## src/rtl/des_pkg.sv

```systemverilog
// Shared DES definitions for the iterative encrypt/decrypt cores.
// Contents: fixed DES widths, FSM state type, FIPS 46-3 permutation and
// S-box tables, key-schedule shift tables, and the permutation/rotation
// helper functions. All bit numbering follows FIPS (bit 1 = MSB), so every
// vector carrying DES data is declared with an ascending [1:N] range and
// the table entries can be used directly as indices.
package des_pkg;

  localparam int BLOCK_W  = 64;
  localparam int KEY_W    = 64;
  localparam int HALF_W   = 32;
  localparam int CD_W     = 28;
  localparam int SUBKEY_W = 48;
  localparam int ROUNDS   = 16;

  typedef enum logic [1:0] {IDLE, ROUND, OUT} state_t;

  localparam int IP_TBL [64] = '{
    58, 50, 42, 34, 26, 18, 10, 2, 60, 52, 44, 36, 28, 20, 12, 4,
    62, 54, 46, 38, 30, 22, 14, 6, 64, 56, 48, 40, 32, 24, 16, 8,
    57, 49, 41, 33, 25, 17,  9, 1, 59, 51, 43, 35, 27, 19, 11, 3,
    61, 53, 45, 37, 29, 21, 13, 5, 63, 55, 47, 39, 31, 23, 15, 7};

  localparam int FP_TBL [64] = '{
    40, 8, 48, 16, 56, 24, 64, 32, 39, 7, 47, 15, 55, 23, 63, 31,
    38, 6, 46, 14, 54, 22, 62, 30, 37, 5, 45, 13, 53, 21, 61, 29,
    36, 4, 44, 12, 52, 20, 60, 28, 35, 3, 43, 11, 51, 19, 59, 27,
    34, 2, 42, 10, 50, 18, 58, 26, 33, 1, 41,  9, 49, 17, 57, 25};

  localparam int E_TBL [48] = '{
    32,  1,  2,  3,  4,  5,  4,  5,  6,  7,  8,  9,
     8,  9, 10, 11, 12, 13, 12, 13, 14, 15, 16, 17,
    16, 17, 18, 19, 20, 21, 20, 21, 22, 23, 24, 25,
    24, 25, 26, 27, 28, 29, 28, 29, 30, 31, 32,  1};

  localparam int P_TBL [32] = '{
    16,  7, 20, 21, 29, 12, 28, 17,  1, 15, 23, 26,  5, 18, 31, 10,
     2,  8, 24, 14, 32, 27,  3,  9, 19, 13, 30,  6, 22, 11,  4, 25};

  localparam int PC1_TBL [56] = '{
    57, 49, 41, 33, 25, 17,  9,  1, 58, 50, 42, 34, 26, 18,
    10,  2, 59, 51, 43, 35, 27, 19, 11,  3, 60, 52, 44, 36,
    63, 55, 47, 39, 31, 23, 15,  7, 62, 54, 46, 38, 30, 22,
    14,  6, 61, 53, 45, 37, 29, 21, 13,  5, 28, 20, 12,  4};

  localparam int PC2_TBL [48] = '{
    14, 17, 11, 24,  1,  5,  3, 28, 15,  6, 21, 10,
    23, 19, 12,  4, 26,  8, 16,  7, 27, 20, 13,  2,
    41, 52, 31, 37, 47, 55, 30, 40, 51, 45, 33, 48,
    44, 49, 39, 56, 34, 53, 46, 42, 50, 36, 29, 32};

  // Index = row*16 + column, row = {b1,b6}, column = b2..b5.
  localparam int SBOX [8][64] = '{
    '{14, 4, 13, 1, 2, 15, 11, 8, 3, 10, 6, 12, 5, 9, 0, 7,
       0, 15, 7, 4, 14, 2, 13, 1, 10, 6, 12, 11, 9, 5, 3, 8,
       4, 1, 14, 8, 13, 6, 2, 11, 15, 12, 9, 7, 3, 10, 5, 0,
      15, 12, 8, 2, 4, 9, 1, 7, 5, 11, 3, 14, 10, 0, 6, 13},
    '{15, 1, 8, 14, 6, 11, 3, 4, 9, 7, 2, 13, 12, 0, 5, 10,
       3, 13, 4, 7, 15, 2, 8, 14, 12, 0, 1, 10, 6, 9, 11, 5,
       0, 14, 7, 11, 10, 4, 13, 1, 5, 8, 12, 6, 9, 3, 2, 15,
      13, 8, 10, 1, 3, 15, 4, 2, 11, 6, 7, 12, 0, 5, 14, 9},
    '{10, 0, 9, 14, 6, 3, 15, 5, 1, 13, 12, 7, 11, 4, 2, 8,
      13, 7, 0, 9, 3, 4, 6, 10, 2, 8, 5, 14, 12, 11, 15, 1,
      13, 6, 4, 9, 8, 15, 3, 0, 11, 1, 2, 12, 5, 10, 14, 7,
       1, 10, 13, 0, 6, 9, 8, 7, 4, 15, 14, 3, 11, 5, 2, 12},
    '{ 7, 13, 14, 3, 0, 6, 9, 10, 1, 2, 8, 5, 11, 12, 4, 15,
      13, 8, 11, 5, 6, 15, 0, 3, 4, 7, 2, 12, 1, 10, 14, 9,
      10, 6, 9, 0, 12, 11, 7, 13, 15, 1, 3, 14, 5, 2, 8, 4,
       3, 15, 0, 6, 10, 1, 13, 8, 9, 4, 5, 11, 12, 7, 2, 14},
    '{ 2, 12, 4, 1, 7, 10, 11, 6, 8, 5, 3, 15, 13, 0, 14, 9,
      14, 11, 2, 12, 4, 7, 13, 1, 5, 0, 15, 10, 3, 9, 8, 6,
       4, 2, 1, 11, 10, 13, 7, 8, 15, 9, 12, 5, 6, 3, 0, 14,
      11, 8, 12, 7, 1, 14, 2, 13, 6, 15, 0, 9, 10, 4, 5, 3},
    '{12, 1, 10, 15, 9, 2, 6, 8, 0, 13, 3, 4, 14, 7, 5, 11,
      10, 15, 4, 2, 7, 12, 9, 5, 6, 1, 13, 14, 0, 11, 3, 8,
       9, 14, 15, 5, 2, 8, 12, 3, 7, 0, 4, 10, 1, 13, 11, 6,
       4, 3, 2, 12, 9, 5, 15, 10, 11, 14, 1, 7, 6, 0, 8, 13},
    '{ 4, 11, 2, 14, 15, 0, 8, 13, 3, 12, 9, 7, 5, 10, 6, 1,
      13, 0, 11, 7, 4, 9, 1, 10, 14, 3, 5, 12, 2, 15, 8, 6,
       1, 4, 11, 13, 12, 3, 7, 14, 10, 15, 6, 8, 0, 5, 9, 2,
       6, 11, 13, 8, 1, 4, 10, 7, 9, 5, 0, 15, 14, 2, 3, 12},
    '{13, 2, 8, 4, 6, 15, 11, 1, 10, 9, 3, 14, 5, 0, 12, 7,
       1, 15, 13, 8, 10, 3, 7, 4, 12, 5, 6, 11, 0, 14, 9, 2,
       7, 11, 4, 1, 9, 12, 14, 2, 0, 6, 10, 13, 15, 3, 5, 8,
       2, 1, 14, 7, 4, 10, 8, 13, 15, 12, 9, 0, 3, 5, 6, 11}};

  // Decrypt walks the schedule backwards: round 1 uses C0/D0 unrotated
  // (C16 == C0), later rounds undo the encrypt left shifts in reverse.
  localparam int DEC_SHIFT [16] = '{0, 1, 2, 2, 2, 2, 2, 2, 1, 2, 2, 2, 2, 2, 2, 1};
  localparam int ENC_SHIFT [16] = '{1, 1, 2, 2, 2, 2, 2, 2, 1, 2, 2, 2, 2, 2, 2, 1};

  function automatic logic [1:BLOCK_W] ip_perm(input logic [1:BLOCK_W] d);
    logic [1:BLOCK_W] o;
    for (int i = 0; i < BLOCK_W; i++) o[i+1] = d[IP_TBL[i]];
    return o;
  endfunction

  function automatic logic [1:BLOCK_W] fp_perm(input logic [1:BLOCK_W] d);
    logic [1:BLOCK_W] o;
    for (int i = 0; i < BLOCK_W; i++) o[i+1] = d[FP_TBL[i]];
    return o;
  endfunction

  function automatic logic [1:SUBKEY_W] e_expand(input logic [1:HALF_W] d);
    logic [1:SUBKEY_W] o;
    for (int i = 0; i < SUBKEY_W; i++) o[i+1] = d[E_TBL[i]];
    return o;
  endfunction

  function automatic logic [1:HALF_W] p_perm(input logic [1:HALF_W] d);
    logic [1:HALF_W] o;
    for (int i = 0; i < HALF_W; i++) o[i+1] = d[P_TBL[i]];
    return o;
  endfunction

  // Drops the eight parity bits (8, 16, ..., 64) as a side effect.
  function automatic logic [1:2*CD_W] pc1_perm(input logic [1:KEY_W] d);
    logic [1:2*CD_W] o;
    for (int i = 0; i < 2*CD_W; i++) o[i+1] = d[PC1_TBL[i]];
    return o;
  endfunction

  function automatic logic [1:SUBKEY_W] pc2_perm(input logic [1:2*CD_W] d);
    logic [1:SUBKEY_W] o;
    for (int i = 0; i < SUBKEY_W; i++) o[i+1] = d[PC2_TBL[i]];
    return o;
  endfunction

  function automatic logic [1:CD_W] rot28(input logic [1:CD_W] v, input int amt,
                                          input logic left);
    logic [1:CD_W] o;
    for (int i = 0; i < CD_W; i++)
      o[i+1] = left ? v[((i + amt) % CD_W) + 1] : v[((i - amt + CD_W) % CD_W) + 1];
    return o;
  endfunction

  function automatic logic [3:0] sbox(input int box, input logic [5:0] six);
    int idx;
    idx = int'({six[5], six[0]}) * 16 + int'(six[4:1]);
    return 4'(SBOX[box][idx]);
  endfunction

endpackage

```

## src/rtl/des_decrypt_if.sv

```systemverilog
// Block/key input bus and plaintext output handshake of the DES core.
// master: block source + plaintext sink side; slave: the DES core.
// Signals: in_valid/in_ready/desIn/keyIn (input block), out_valid/
// out_ready/desOut (result), busy (core status). With the macro
// DES_DECRYPT_ENC_MODE_EN defined, enc_mode selects encryption per block.
interface des_decrypt_if;
  import des_pkg::*;

  logic                in_valid;
  logic                in_ready;
  logic [1:BLOCK_W]    desIn;
  logic [1:KEY_W]      keyIn;
  logic                out_valid;
  logic                out_ready;
  logic [1:BLOCK_W]    desOut;
  logic                busy;
`ifdef DES_DECRYPT_ENC_MODE_EN
  logic                enc_mode;

  modport master (output in_valid, desIn, keyIn, out_ready, enc_mode,
                  input  in_ready, out_valid, desOut, busy);
  modport slave  (input  in_valid, desIn, keyIn, out_ready, enc_mode,
                  output in_ready, out_valid, desOut, busy);
`else
  modport master (output in_valid, desIn, keyIn, out_ready,
                  input  in_ready, out_valid, desOut, busy);
  modport slave  (input  in_valid, desIn, keyIn, out_ready,
                  output in_ready, out_valid, desOut, busy);
`endif
endinterface

```

## src/rtl/des_round_f.sv

```systemverilog
// DES Feistel function f(R, K): E expansion, XOR with the round subkey,
// S1..S8 substitution, then P permutation. Purely combinational.
// Ports: r [1:32] right half in, k [1:48] subkey in, f_out [1:32] result.
module des_round_f
  import des_pkg::*;
(
  input  logic [1:HALF_W]   r,
  input  logic [1:SUBKEY_W] k,
  output logic [1:HALF_W]   f_out
);

  logic [1:SUBKEY_W] x;
  logic [1:HALF_W]   s_out;

  always_comb begin
    // NOTE: every variable gets a value before any branch or loop so no
    // path leaves it unassigned, which would otherwise infer a latch.
    x     = e_expand(r) ^ k;
    s_out = '0;
    for (int i = 0; i < 8; i++)
      s_out[4*i+1 +: 4] = sbox(i, x[6*i+1 +: 6]);
    f_out = p_perm(s_out);
  end

endmodule

```

## src/rtl/des_decrypt.sv

```systemverilog
// Iterative DES decryption core: one Feistel round per clock, 16 rounds
// per block, subkeys generated on the fly by right-rotating C/D (K16..K1).
// Ports: clk, rst (async, active-high), bus (des_decrypt_if.slave).
// Optional: DES_DECRYPT_ENC_MODE_EN adds bus.enc_mode, sampled at accept;
// enc_mode=1 rotates left with the forward schedule, i.e. encrypts.
module des_decrypt
  import des_pkg::*;
(
  input  logic         clk,
  input  logic         rst,
  des_decrypt_if.slave bus
);

  state_t            state_q, state_d;
  logic [1:HALF_W]   l_q, r_q, f_val, r_next;
  logic [1:CD_W]     c_q, d_q, c_rot, d_rot;
  logic [1:SUBKEY_W] subkey;
  logic [3:0]        round_q;
  logic [1:BLOCK_W]  out_q;
  logic              enc_q;
  logic              last_round;
  logic              in_ready, out_valid, busy;
  int                shift_amt;

  assign last_round = (round_q == 4'(ROUNDS - 1));

  // Rotating first and then applying PC2 gives this round's subkey; the
  // rotated C/D is also what gets stored for the next round.
  always_comb begin
    shift_amt = enc_q ? ENC_SHIFT[round_q] : DEC_SHIFT[round_q];
    c_rot     = rot28(c_q, shift_amt, enc_q);
    d_rot     = rot28(d_q, shift_amt, enc_q);
    subkey    = pc2_perm({c_rot, d_rot});
  end

  des_round_f u_round_f (
    .r     (r_q),
    .k     (subkey),
    .f_out (f_val)
  );

  assign r_next = l_q ^ f_val;

  always_ff @(posedge clk or posedge rst) begin
    if (rst) state_q <= IDLE;
    else     state_q <= state_d;
  end

  always_comb begin
    state_d   = state_q;
    in_ready  = 1'b0;
    out_valid = 1'b0;
    busy      = 1'b1;
    unique case (state_q)
      IDLE: begin
        in_ready = 1'b1;
        busy     = 1'b0;
        if (bus.in_valid) state_d = ROUND;
      end
      ROUND:   if (last_round) state_d = OUT;
      OUT: begin
        out_valid = 1'b1;
        if (bus.out_ready) state_d = IDLE;
      end
      default: state_d = IDLE;
    endcase
  end

`ifndef DES_DECRYPT_ENC_MODE_EN
  assign enc_q = 1'b0;
`endif

  // NOTE: clocked state uses non-blocking assignments so every register
  // samples the pre-edge values of the others (l_q <= r_q relies on it).
  always_ff @(posedge clk or posedge rst) begin
    if (rst) begin
      l_q     <= '0;
      r_q     <= '0;
      c_q     <= '0;
      d_q     <= '0;
      round_q <= '0;
      out_q   <= '0;
`ifdef DES_DECRYPT_ENC_MODE_EN
      enc_q   <= 1'b0;
`endif
    end else begin
      case (state_q)
        IDLE: if (bus.in_valid) begin
          {l_q, r_q} <= ip_perm(bus.desIn);
          {c_q, d_q} <= pc1_perm(bus.keyIn);
          round_q    <= '0;
`ifdef DES_DECRYPT_ENC_MODE_EN
          enc_q      <= bus.enc_mode;
`endif
        end
        ROUND: begin
          l_q     <= r_q;
          r_q     <= r_next;
          c_q     <= c_rot;
          d_q     <= d_rot;
          round_q <= round_q + 4'd1;
          // Last round: swap halves back ({R16, L16}) before FP.
          if (last_round) out_q <= fp_perm({r_next, r_q});
        end
        default: ;
      endcase
    end
  end

  assign bus.in_ready  = in_ready;
  assign bus.out_valid = out_valid;
  assign bus.busy      = busy;
  assign bus.desOut    = out_q;

endmodule

```

## src/flat_wrapper.sv

```systemverilog
// flat-port wrapper written by rule: the top's interface ports become plain ports
module des_decrypt_flat import des_pkg::*;
  (clk, rst, bus_in_valid, bus_desIn, bus_keyIn, bus_out_ready, bus_in_ready, bus_out_valid, bus_desOut, bus_busy);
  des_decrypt_if bus_i ();
  input  logic clk;
  input  logic rst;
  input wire logic [$bits(bus_i.in_valid)-1:0] bus_in_valid;
  input wire logic [$bits(bus_i.desIn)-1:0] bus_desIn;
  input wire logic [$bits(bus_i.keyIn)-1:0] bus_keyIn;
  input wire logic [$bits(bus_i.out_ready)-1:0] bus_out_ready;
  output wire logic [$bits(bus_i.in_ready)-1:0] bus_in_ready;
  output wire logic [$bits(bus_i.out_valid)-1:0] bus_out_valid;
  output wire logic [$bits(bus_i.desOut)-1:0] bus_desOut;
  output wire logic [$bits(bus_i.busy)-1:0] bus_busy;
  assign bus_i.in_valid = bus_in_valid;
  assign bus_i.desIn = bus_desIn;
  assign bus_i.keyIn = bus_keyIn;
  assign bus_i.out_ready = bus_out_ready;
  assign bus_in_ready = bus_i.in_ready;
  assign bus_out_valid = bus_i.out_valid;
  assign bus_desOut = bus_i.desOut;
  assign bus_busy = bus_i.busy;
  des_decrypt u_core (.clk(clk), .rst(rst), .bus(bus_i));
endmodule
```

## config.mk

```make
export PLATFORM = sky130hd
export DESIGN_NAME = des_decrypt_flat
export DESIGN_NICKNAME = d
export VERILOG_FILES = /design/src/rtl/des_pkg.sv /design/src/rtl/des_decrypt_if.sv /design/src/rtl/des_round_f.sv /design/src/rtl/des_decrypt.sv /design/src/flat_wrapper.sv
export SDC_FILE = /design/constraint.sdc
export NUM_CORES = 1
export LEC_CHECK = 0
export ABC_AREA = 0
export CAP_MARGIN = 5
export CORE_UTILIZATION = 55
export DETAILED_ROUTE_END_ITERATION = 7
export PLACE_DENSITY = 0.76
export RECOVER_POWER = 50
export SYNTH_ARGS = -nofsm -noshare
export SYNTH_HDL_FRONTEND = slang
export SYNTH_SLANG_ARGS = --single-unit
```

## constraint.sdc

```tcl
create_clock -name clk -period 12.2 [get_ports clk]
set_input_delay 1.83 -clock clk [delete_from_list [all_inputs] [get_ports clk]]
set_output_delay 1.83 -clock clk [all_outputs]
set_load 0.02 [all_outputs]
```

==> impl_results.md <==
- Die area: roughly 0.035 mm2
- # rows: 67
- Clk slew on worst S/H paths: roughly 0.08 ns
- Worst stage delay on the critical path: between 2 and 3 ns
- I/O Buffers: 190
- Worst setup SP type: input pin
- Synth warn: 0
- Fmax: approximately 0.12 GHz
- WL/cell: 26.4 um
- Status: complete, but fails checks
- Kind of critical path: in2reg
- CP max-delay cell: o21ai_0
- Layout Nets: about 2400
- Fill cells: approximately 2900
- RD Place Congestion: between 1 and 1.5
- Pre-antenna DRT Iters: 8
- Worst Path Required: roughly 13 ns
- RSZ-0062 raised after global routing: false
- Setup crit end kind: flip-flop
- Commonest non-fill, non-tap cell in the layout: nand2_1
- Max_cap viols: 6
- CTS Buf Count: 17
- Fin crit period: ~8.4 ns
- Buf+Inv Stages, Crit Path: 3
- Slew headroom: -240%
- Total negative slack: 0 ns
- Final HPWL DP: a little over 50 mm
- Final Max Tran Viols: roughly 340
- Hold buffer count at cts: 0
- Vias after detailed routing: between 15000 and 20000
- Initial Util: 55.7%
- Share of layout cells above drive strength 1: a little under a tenth
- Post-Syn Area: between 0.015 and 0.02 mm2
- Clock Latency Late Sink: 0.47 ns
- Seq/Total Area, Yosys: approximately a quarter
- Area occupied by multi-input gates: 0.0129 mm2
- # clock sinks: 190
- # IOs: between 150 and 200
- Layout area overhead: 13.9%
- Synth Flop Type: dfrtp_1
- Count of endpoints failing setup in the final report: 0
- Vias per cell: just over 7
- Failing checks: max-capacitance violations, max-slew violations
- Commonest cells after routing, fill and taps aside: 284 x nand2_1, 189 x dfrtp_1, 136 x o21ai_0
- H-tree Lvls: 4
- Syn Inst Count: between 2000 and 2500
- Worst-path maximum fanout: 55
- Fin. Hold Viols: 0
- Synth cell types: between 100 and 150
- Worst min-delay path category: reg2reg
- First-pass GRT wire length: approximately 110 mm
- Post-Route WL: around 70 mm
- Die X: ~190 um
- 1st-iter DRT viols: 2601
- Syn_nets: ~2400
- Post-DRT Antenna Nets: 0
- Final worst path period share: 69.1%
- Fraction of registers with async set/reset: 100%
- Largest net degree at the start of global routing: 109
- CTS tree: yes
- Critical Path AT: ~9 ns
- Actual slew at the worst max-slew pin: about 5.1 ns
- Synth Register Bits: 190
- GR Overflow Total: 0
- Post-synth EDFFs: 0
- Post-CTS resize count: 0
- Clock Tree Root: clkbuf_16
- Final setup skew: around 0.016 ns
- Core area: between 0.03 and 0.04 mm2
- Mean Syn Cell Area: between 8 and 9 um2
- Setup bufs post-CTS: 0
- GRT Overall Usage: about two fifths
- Diodes inserted: 0
- Vias in the first global route: roughly 18000
- Sequential cell area: about 0.0048 mm2
- Crit-path leading delay family: compound AO/OA/AOI/OAI gates
- Initial antenna violation count: 2
- DRC viols: 0
- Crit-path cells: buf_2, clkbuf_1, o21ai_0, buf_4, a32oi_1, o21ai_1
- Die H: 186 um
- Max clock buf depth: 2
## routing by layer
layer	up-vias	GRT usage [%]	wire (um)
met3	254	11.2	9310
met1	9308	55.1	27500
li1	8414	-	-
met2	1325	62.0	30500
met4	0	21.5	4050
met5	-	0	0
## metrics by stage
step	util (%)	setup WS, ns	instance area (um2)	hold slack [ns]	std cells
floorplan	-	5.20	18600	0.464	2170
global placement	61.7	4.71	20600	0.461	2673
detailed placement	61.7	4.64	20600	0.467	2673
CTS	63.5	4.61	21300	0.484	2705
global route	63.4	3.54	21200	0.501	2705
finish	63.4	3.77	21200	0.475	2705
## cell type report
type | count | area share [%]
Inverter | 63 | 1.12
Clock inverter | 14 | 0.784
Multi-Input combinational cell | 1742 | 60.7
Tap cell | 448 | 2.64
Sequential cell | 190 | 22.4
Clock buffer | 18 | 2.07
Timing Repair Buffer | 230 | 10.3
## worst paths after layout
kind / from / endpoint / slack, ns / cells past startpoint
worst max-delay path: bus_in_valid / u_core.r_q[19] / 3.77 / 6
worst min-delay path: u_core.bus.desOut[56] / u_core.bus.desOut[56] / 0.48 / 2
worst max register to register: u_core.round_q[0] / u_core.bus.desOut[42] / 4.33 / 23
worst min register to register: u_core.bus.desOut[56] / u_core.bus.desOut[56] / 0.48 / 2
max in group asynchronous: rst / u_core.bus.desOut[46] / 6.20 / 3
min in group asynchronous: rst / u_core.bus.desOut[8] / 3.37 / 2
## cell families (layout without fill, tap and decap cells)
group	Yosys count	in the layout	synth area share, %
AO/OA/AOI/OAI	702	702	26.5
multiplexers	193	193	15.5
AND/OR/NAND/NOR	687	687	17.5
adder cells (fa/ha/maj)	73	73	4.90
flip-flops	190	190	25.5
XOR/XNOR	87	87	4.58
buffers and inverters	238	325	5.50
## registers in the layout (all words and copies together), names as in the netlist
register	flops
u_core.l_q	32
u_core.d_q	28
u_core.round_q	4
u_core.r_q	32
u_core.bus.desOut	64
u_core.state_q	2
u_core.c_q	28
## synthesized netlist by cell type (27+ instances only)
master,count,share of area (%)
clkbuf_1,110,2.2
a22oi_1,41,1.7
o22ai_1,34,1.1
mux2i_1,99,5.3
o211ai_1,46,1.9
nand3_1,54,1.5
nor2_1,112,2.3
xor2_1,27,1.3
nand2_1,285,5.7
inv_1,55,1.1
o21ai_0,135,3.6
a21oi_1,87,2.3
a211oi_1,44,1.8
mux4_2,73,8.8
dfrtp_1,190,26
a31oi_1,55,1.8
xnor2_1,51,2.4
nor3_1,54,1.5
and2_1,39,1.3
buf_2,32,0.86
ha_1,73,4.9
## worst min-delay path: cells and delay by family, from the launching register on
family             cells  cell delay, ns
AOI/OAI and AO/OA      1            0.05
DFF                    1            0.35
and+or+nand+nor        1            0.05
Power is not shown: default switching activity piles up to over one toggle a cycle in this logic, so the estimate is an artifact.
